===== src/rtl/fp_to_int.sv =====
// Three-stage float-to-integer converter: unpack, align into integer + G/R/S,
// then round, apply sign and saturate, with a global valid/ready stall.
module fp_to_int #(
  parameter int WIDTH  = 16,
  parameter int INT_W  = 16,
  parameter int SIGNED = 1
) (
  input  logic             clk,
  input  logic             rst,
  input  logic             in_valid,
  output logic             in_ready,
  input  logic [WIDTH-1:0] in_data,
  input  logic [2:0]       rm,
  output logic             out_valid,
  input  logic             out_ready,
  output logic [INT_W-1:0] out_data,
  output logic             out_invalid,
  output logic             out_inexact
);

  localparam int EXP_W  = (WIDTH == 64) ? 11 : (WIDTH == 32) ? 8 : 5;
  localparam int MANT_W = WIDTH - 1 - EXP_W;
  localparam int BIAS   = (1 << (EXP_W - 1)) - 1;
  localparam int EW     = 16;
  localparam int FW     = MANT_W + INT_W + 3;
  localparam int SH_W   = $clog2(INT_W + 3);

  localparam logic [2:0] RM_RTZ = 3'd1;
  localparam logic [2:0] RM_RDN = 3'd2;
  localparam logic [2:0] RM_RUP = 3'd3;
  localparam logic [2:0] RM_RMM = 3'd4;

  localparam logic signed [EW-1:0] E_DEN  = EW'(1 - BIAS);
  localparam logic signed [EW-1:0] E_BIAS = EW'(BIAS);
  localparam logic signed [EW-1:0] E_LO   = EW'(-2);
  localparam logic signed [EW-1:0] E_OVF  = EW'(INT_W + 1);

  localparam logic [INT_W-1:0] MAXV = (SIGNED != 0) ? {1'b0, {(INT_W-1){1'b1}}} : {INT_W{1'b1}};
  localparam logic [INT_W-1:0] MINV = (SIGNED != 0) ? {1'b1, {(INT_W-1){1'b0}}} : {INT_W{1'b0}};
  localparam logic [INT_W+1:0] POS_LIM = {2'b00, MAXV};
  localparam logic [INT_W+1:0] NEG_LIM = {2'b00, MINV};

  logic advance;

  logic                 validS1_q, signS1_q, nanS1_q, infS1_q, zeroS1_q;
  logic                 signS1_d, nanS1_d, infS1_d, zeroS1_d;
  logic signed [EW-1:0] expS1_q, expS1_d;
  logic [MANT_W:0]      sigS1_q, sigS1_d;
  logic [2:0]           rmS1_q, rmS1_d;

  logic                 validS2_q, signS2_q, nanS2_q, infS2_q, zeroS2_q;
  logic [INT_W:0]       magS2_q, magS2_d;
  logic                 gS2_q, rS2_q, sS2_q, ovfS2_q;
  logic                 gS2_d, rS2_d, sS2_d, ovfS2_d;
  logic [2:0]           rmS2_q;

  logic                 outValid_q, outInvalid_q, outInexact_q;
  logic                 outInvalid_d, outInexact_d;
  logic [INT_W-1:0]     outData_q, outData_d;

  logic [EXP_W-1:0]     expField;
  logic [MANT_W-1:0]    manField;
  logic                 tiny;
  logic [SH_W-1:0]      shamt;
  logic [FW-1:0]        frame;
  logic                 inc;
  logic [INT_W+1:0]     rnd;
  logic [INT_W-1:0]     rndLo;

  assign advance   = !outValid_q || out_ready;
  assign in_ready  = advance;
  assign out_valid = outValid_q;
  assign out_data  = outData_q;
  assign out_invalid = outInvalid_q;
  assign out_inexact = outInexact_q;

  assign expField = in_data[WIDTH-2 -: EXP_W];
  assign manField = in_data[MANT_W-1:0];

  always_comb begin
    signS1_d = in_data[WIDTH-1];
    nanS1_d  = (&expField) && (|manField);
    infS1_d  = (&expField) && !(|manField);
    zeroS1_d = !(|expField) && !(|manField);
    expS1_d  = (expField == '0) ? E_DEN : ($signed({{(EW-EXP_W){1'b0}}, expField}) - E_BIAS);
    sigS1_d  = {|expField, manField};
    rmS1_d   = rm;
  end

  // Frame LSB weighs 2^-(MANT_W+2), so shifting by e+2 lands bit 2^0 at MANT_W+2.
  always_comb begin
    tiny    = expS1_q < E_LO;
    ovfS2_d = expS1_q >= E_OVF;
    shamt   = (tiny || ovfS2_d) ? '0 : SH_W'(expS1_q - E_LO);
    frame   = {{(FW-MANT_W-1){1'b0}}, sigS1_q} << shamt;
    magS2_d = frame[FW-1 -: INT_W+1];
    gS2_d   = frame[MANT_W+1];
    rS2_d   = frame[MANT_W];
    sS2_d   = |frame[MANT_W-1:0];
    if (tiny) begin
      magS2_d = '0;
      gS2_d   = 1'b0;
      rS2_d   = 1'b0;
      sS2_d   = |sigS1_q;
    end
  end

  always_comb begin
    case (rmS2_q)
      RM_RTZ:  inc = 1'b0;
      RM_RUP:  inc = !signS2_q && (gS2_q || rS2_q || sS2_q);
      RM_RDN:  inc = signS2_q && (gS2_q || rS2_q || sS2_q);
      RM_RMM:  inc = gS2_q;
      default: inc = gS2_q && (rS2_q || sS2_q || magS2_q[0]);
    endcase
    rnd          = {1'b0, magS2_q} + (INT_W+2)'(inc);
    rndLo        = rnd[INT_W-1:0];
    outData_d    = signS2_q ? -rndLo : rndLo;
    outInvalid_d = 1'b0;
    outInexact_d = gS2_q || rS2_q || sS2_q;
    // Unsigned mode has NEG_LIM = 0, so any nonzero negative lands on MINV = 0.
    if (nanS2_q) begin
      outData_d    = MAXV;
      outInvalid_d = 1'b1;
      outInexact_d = 1'b0;
    end else if (infS2_q || ovfS2_q) begin
      outData_d    = signS2_q ? MINV : MAXV;
      outInvalid_d = 1'b1;
      outInexact_d = 1'b0;
    end else if (zeroS2_q) begin
      outData_d    = '0;
      outInexact_d = 1'b0;
    end else if (!signS2_q && (rnd > POS_LIM)) begin
      outData_d    = MAXV;
      outInvalid_d = 1'b1;
      outInexact_d = 1'b0;
    end else if (signS2_q && (rnd > NEG_LIM)) begin
      outData_d    = MINV;
      outInvalid_d = 1'b1;
      outInexact_d = 1'b0;
    end
  end

  always_ff @(posedge clk) begin
    if (rst) begin
      validS1_q <= 1'b0; signS1_q <= 1'b0; nanS1_q <= 1'b0; infS1_q <= 1'b0; zeroS1_q <= 1'b0;
      expS1_q <= '0; sigS1_q <= '0; rmS1_q <= '0;
      validS2_q <= 1'b0; signS2_q <= 1'b0; nanS2_q <= 1'b0; infS2_q <= 1'b0; zeroS2_q <= 1'b0;
      magS2_q <= '0; gS2_q <= 1'b0; rS2_q <= 1'b0; sS2_q <= 1'b0; ovfS2_q <= 1'b0; rmS2_q <= '0;
      outValid_q <= 1'b0; outData_q <= '0; outInvalid_q <= 1'b0; outInexact_q <= 1'b0;
    end else if (advance) begin
      validS1_q <= in_valid; signS1_q <= signS1_d; nanS1_q <= nanS1_d; infS1_q <= infS1_d;
      zeroS1_q <= zeroS1_d; expS1_q <= expS1_d; sigS1_q <= sigS1_d; rmS1_q <= rmS1_d;
      validS2_q <= validS1_q; signS2_q <= signS1_q; nanS2_q <= nanS1_q; infS2_q <= infS1_q;
      zeroS2_q <= zeroS1_q; magS2_q <= magS2_d; gS2_q <= gS2_d; rS2_q <= rS2_d;
      sS2_q <= sS2_d; ovfS2_q <= ovfS2_d; rmS2_q <= rmS1_q;
      outValid_q <= validS2_q; outData_q <= outData_d;
      outInvalid_q <= outInvalid_d; outInexact_q <= outInexact_d;
    end
  end

endmodule


===== config.mk =====
export PLATFORM = sky130hd
export DESIGN_NAME = fp_to_int
export DESIGN_NICKNAME = d
export VERILOG_FILES = /design/src/rtl/fp_to_int.sv
export SDC_FILE = /design/constraint.sdc
export NUM_CORES = 1
export LEC_CHECK = 0
export ABC_AREA = 0
export BUFFER_PORTS_ARGS = -buffer_cell sky130_fd_sc_hd__buf_4
export CAP_MARGIN = 30
export CORE_MARGIN = 3
export CORE_UTILIZATION = 25
export DETAILED_ROUTE_END_ITERATION = 8
export PLACE_DENSITY = 0.39
export SYNTH_ARGS = -nofsm -noshare
export SYNTH_HDL_FRONTEND = slang
export SYNTH_SLANG_ARGS = --single-unit

===== constraint.sdc =====
create_clock -name clk -period 4.7 [get_ports clk]
set_input_delay 0.705 -clock clk [delete_from_list [all_inputs] [get_ports clk]]
set_output_delay 0.705 -clock clk [all_outputs]
set_load 0.05 [all_outputs]

# Yosys cells after proc, flatten, opt, wreduce, memory -nomap -nowiden
# Cells that the tools add are included.
[totals] output_inout_bits=20 ff_bits=83
[op_classes] eq_ne=4 n_addsub=4 reduce_logical=25 magnitude_cmp=4 n_mux=24 shifts=1
[ops] operator="16-bit 2-to-1 mux" count=8
[ops] operator="11-bit by 5-bit << shifter with 29-bit output" count=1
[ops] operator="10-bit OR reduction" count=2
[ops] operator="17-bit by 1-bit adder with 18-bit output" count=1
[ops] operator="18-bit by 15-bit greater-than comparator with 1-bit output, second input constant" count=1
[ops] operator="18-bit by 16-bit greater-than comparator with 1-bit output, second input constant" count=1
[ops] operator="17-bit 2-to-1 mux" count=1
[ops] operator="16-bit by 6-bit greater-or-equal comparator with 1-bit output, second input constant" count=1
[ops] operator="16-bit by 2-bit less-than comparator with 1-bit output, second input constant" count=1
[ops] operator="16-bit negator" count=1
[ops] operator="1-bit 2-to-1 mux" count=13
[ops] operator="11-bit OR reduction" count=1
[ops] operator="1-bit logical AND" count=8
[ops] operator="1-bit logical OR" count=7
[ops] operator="3-bit by 2-bit == test with 1-bit output, second input constant" count=2
[ops] operator="5-bit by 4-bit subtractor with 6-bit output, second input constant" count=1
[ops] operator="5-bit zero test" count=1
[ops] operator="5-bit 2-to-1 mux" count=1
[ops] operator="5-bit AND reduction" count=1
[ops] operator="5-bit OR reduction" count=1
[ops] operator="5-bit by 2-bit subtractor with 5-bit output, second input constant" count=1
[ops] operator="1-bit zero test" count=4
[ops] operator="1-bit one-hot mux with 4 select lines" count=1
[ops] operator="3-bit by 1-bit == test with 1-bit output, second input constant" count=1
[ops] operator="3-bit == test, second input constant" count=1

# Logic depth before layout (Yosys ltp)
[depth] word_depth=12 depth_mapped=17 ltp_nobuf=16

# Worst setup path before layout
# No wires, ideal clock.
[synth_path] kind="register to register" start="register magS2_q[0]" end="register outData_q[11] (netlist: out_data[11])" path_slack_ps=995 path_buffers=0 path_stages_with_launch=17 required_time_ps=4614 arrival_ps=3619 synth_period_minus_slack_ps=3705 path_cell_list="dfxtp_1 > or3_1 > maj3_1 > a21oi_1 > nor2_1 > ha_1 > ha_1 > inv_1 > ha_1 > nor4b_1 > a31oi_1 > a211o_1 > a21oi_4 > nand4b_4 > a31oi_4 > o211ai_2 > a211oi_1"
[synth_between] elab_chain_len=11 word_cells_on_any_way=15 classes_between="add/sub (2); order compare (2); mux (7); reduce/logical (4)"
[synth_lines] element="from (decl)" line_no="52" source="logic [INT_W:0] magS2_q, magS2_d;"
[synth_lines] element="from (signal assigned)" line_no="155" source="zeroS2_q <= zeroS1_q; magS2_q <= magS2_d; gS2_q <= gS2_d; rS2_q <= rS2_d;"
[synth_lines] element="1-bit logical OR" line_no="114" source="default: inc = gS2_q && (rS2_q || sS2_q || magS2_q[0]);"
[synth_lines] element="1-bit logical AND" line_no="114"
[synth_lines] element="1-bit one-hot mux with 4 select lines" line_no="109" source="case (rmS2_q)"
[synth_lines] element="17-bit by 1-bit adder with 18-bit output *" line_no="116" source="rnd = {1'b0, magS2_q} + (INT_W+2)'(inc);"
[synth_lines] element="16-bit negator or 18-bit by 16-bit greater-than comparator with 1-bit output (tied branches)" line_no="118, 137"
[synth_lines] element="16-bit 2-to-1 mux or 1-bit logical AND (tied branches)" line_no="118, 137"
[synth_lines] element="16-bit 2-to-1 mux" line_no="137" source="end else if (signS2_q && (rnd > NEG_LIM)) begin"
[synth_lines] element="16-bit 2-to-1 mux *" line_no="133" source="end else if (!signS2_q && (rnd > POS_LIM)) begin"
[synth_lines] element="16-bit 2-to-1 mux *" line_no="130" source="end else if (zeroS2_q) begin"
[synth_lines] element="16-bit 2-to-1 mux *" line_no="126" source="end else if (infS2_q || ovfS2_q) begin"
[synth_lines] element="16-bit 2-to-1 mux *" line_no="122" source="if (nanS2_q) begin"
[synth_lines] element="to (signal assigned)" line_no="157" source="outValid_q <= validS2_q; outData_q <= outData_d;"
[synth_lines] element="to (decl)" line_no="59" source="logic [INT_W-1:0] outData_q, outData_d;"
# Mark *: on every way between the ends. The rest lies on a longest branch, timed or not.
# A chain may end at the register's enable or synchronous reset.

# Final worst setup path
[layout_path] start="register magS2_q[0]" end="register outData_q[2] (netlist: out_data[2])"
# The elaborated chain is that of the path after synthesis.

==> flow_summary.yaml <==
hold_path:
  min_to: "validS2_q"
  min_from: "validS2_q"
  min_path_cells: 2
  min_path_type: "reg -> reg"
timing:
  worst_slew_pin_slew_ps: 771
  rsz0062_at_grt: "false"
  post-route-min-period_ps: 4080
  max_freq_mhz: 245
  finalCritPeriodShare_pct: 86.8
  finalClockSkew_ps: 9.13
  setup_violations: 0
  slew_headroom_pct: 48.3
  fin_tns_setup_ps: 0
  drv_slew: 0
  final-hold-violation-count: 0
synthesis:
  synthArstFlopShare_pct: 0
  yosysWarnings: 0
  yosysUniqueCellTypes: 75
  syn_area_mm2: 0.00468
  synthesis.nets: 637
  avgSynthCellArea_um2: 7.73
  synth_cells: 605
  ys.flop_type: "dfxtp_1"
  synth-edff-count: 0
  yosysSeqAreaShare_pct: 31.2
  ys_ff_latch: 73
routing:
  drc: 0
  firstDrtPassIters: 5
  ant_nets: 0
  vias: 4361
  wl_um: 13800
  wl_per_cell_um: 16.1
  viasPerCell: 5.08
  drt_iter0_drc: 296
clocking:
  ctsHoldBuffers: 0
  cts_resized: 0
  cts_made_buffers: 9
  cts.sinks: 73
  cts_root_buf: "clkbuf_16"
  clkLatencyLatePin_ps: 340
  cts_tree: "done"
  postCtsSetupRepairBufs: 0
  clk_pin_slew_ps: 70
  htree_levels: 3
  clockBufferDepth: 2
floorplan:
  die_y_um: 143
  initial_core_util_pct: 25.8
  io_pins: 43
  core_mm2: 0.0181
  chipWidth_um: 143
  die-area_mm2: 0.0204
  row_count: 49
setup_path:
  crit_path_end_kind: "flop"
  r2r_end: "out_data[2]"
  worstPathArrival_ps: 4330
  r2r_start: "magS2_q[0]"
  r2r_cells: 16
  worst_setup_path_start_kind: "flop"
  cp_max_fo: 8
  r2r_slack_ps: 620
  worstPathRequired_ps: 4950
  crit_type: "reg -> reg"
grt:
  track_usage_pct: 13.9
  grt_pass1_wl_um: 22800
  overflow: 0
  met2_usage_pct: 21.8
  busiest_layer: "met2"
  grt_max_degree: 68
  grt_pass1_vias: 4222
  use_met3_pct: 2.24
  gr-usage-met1_pct: 19.3
  antenna_found_initial: 0
job:
  drv_cap: 0
placement:
  port_buffers: 42
  place_inst: 843
  place_hpwl_um: 10200
  place_congestion: 0.813
final_layout:
  syn_to_final_growth_pct: 16.6
  post_route_cells_drive_above_1_share_pct: 16.0
  instances_no_fill: 859
  fin_nets: 657
  antenna_cells: 0
pwr:
  p_leak_uw: 0.00215
  p_int_uw: 1330
  comb_power_share_pct: 25.0
  p_switching_uw: 647
  seqPwrFrac_pct: 35.7
  powerDensity_mw_per_mm2: 362
  netSwitchingFraction_pct: 32.8
  clockPowerShare_pct: 39.3
  vdd_ir_drop_max_mv: 0.198
outcome:
  outcome: "finished, final reports clean"
-- power by group through the flow --
stage | clock (uW) | combinational (uW) | sequential (uW)
after floorplan | 0 | 335 | 751
after global placement | 0 | 497 | 718
after detailed placement | 0 | 493 | 719
after CTS | 799 | 497 | 705
after global routing | 826 | 546 | 713
final | 777 | 494 | 704
-- cell usage after synthesis, types with 3 or more instances --
master | number | area (um^2)
nand2_1 | 88 | 330
dfxtp_1 | 73 | 1460
nor2_1 | 70 | 263
a21oi_1 | 59 | 295
nor3_1 | 27 | 135
xnor2_1 | 23 | 201
o21ai_0 | 20 | 100
clkbuf_1 | 17 | 63.8
mux2i_1 | 16 | 160
a22oi_1 | 11 | 82.6
inv_1 | 11 | 41.3
nand3_1 | 11 | 55.1
and3_1 | 9 | 56.3
ha_1 | 9 | 113
buf_1 | 8 | 30.0
mux2_2 | 8 | 90.1
nand4_1 | 8 | 50.1
a211oi_1 | 7 | 52.6
nor4_1 | 7 | 43.8
o22ai_1 | 7 | 43.8
or3_1 | 7 | 43.8
xor2_1 | 7 | 61.3
a31oi_1 | 6 | 37.5
or2_2 | 5 | 31.3
a221oi_1 | 4 | 35.0
buf_2 | 4 | 20.0
buf_6 | 4 | 45.0
o211ai_1 | 4 | 30.0
or4_1 | 4 | 30.0
and4_1 | 3 | 26.3
buf_4 | 3 | 22.5
nand2b_1 | 3 | 18.8
nand3b_1 | 3 | 22.5
o211ai_2 | 3 | 37.5
o221ai_1 | 3 | 26.3
-- flip-flops by register name (all words and copies together) (netlist names), 3 cells and up --
signal,flops
rmS2_q,3
magS2_q,17
expS1_q,6
out_data,16
sigS1_q,11
rmS1_q,3
-- per-stage QoR --
stage	power [uW]	instance area, um^2	utilization (%)	setup WS (ps)	hold WS (ps)
floorplan	1090	4680	-	995	432
global placement	1210	5120	28.2	711	440
detailed placement	1210	5120	28.2	639	447
CTS	2000	5460	30.1	619	456
global route	2090	5460	30.1	262	476
finish	1980	5460	30.1	623	455
-- area by class of cell --
| cell class | instances | area (um^2) |
|---|---|---|
| well taps | 229 | 287 |
| fillers | 1981 | 12700 |
| inverters | 11 | 41.3 |
| clock inverters | 7 | 108 |
| clock buffers | 9 | 225 |
| multi-input cells | 482 | 2980 |
| repair buffers | 48 | 357 |
| flip-flops and latches | 73 | 1460 |
-- critical path: stages, from the launching register on --
cell and delay, ps:
dfxtp_1 340, or3_1 380, maj3_1 350, a21oi_1 140
nor2_1 70, ha_1 270, ha_1 340, inv_1 70
ha_1 170, nor4b_1 220, a31oi_1 130, a211o_1 390
a21oi_4 210, nand4b_4 150, a31oi_4 360, o211ai_2 120
a211oi_1 250
-- how the worst max path moves through the flow --
stage	startpoint	end	slack (ps)	cells after the start
2_1_floorplan	magS2_q[0]	out_data[11]	1000	16
5_1_grt	magS2_q[0]	out_data[2]	260	16
4_1_cts	magS2_q[0]	out_data[2]	620	16
6_report	magS2_q[0]	out_data[2]	620	16
3_5_place_dp	magS2_q[0]	out_data[2]	640	16
3_3_place_gp	magS2_q[0]	out_data[9]	710	16
-- per-layer routing --
layer	wire length (um)	vias to the layer above
met5	0	-
met4	285	0
met3	385	16
met2	6260	77
met1	6880	2035
li1	-	2233
-- layout by cell type, fill, tap and decap left out, drive strengths merged, types with 12 or more instances in the layout --
master and instances:
a21oi 60, buf 48, dfxtp 73, inv 15, mux2i 16, nand2 89, nand3 12, nor2 70
nor3 28, o21ai 21, xnor2 23
-- cell families (layout without fill, tap and decap cells) --
family	Yosys count	in the layout	synth area share [%]
buffers and inverters	50	75	5.30
adder cells (fa/ha/maj)	10	10	2.62
flip-flops	73	73	31.2
AND/OR/NAND/NOR	262	262	27.3
XOR/XNOR	30	30	5.62
AO/OA/AOI/OAI	155	155	22.3
multiplexers	25	25	5.67
Power figures use the tool's default switching activity.
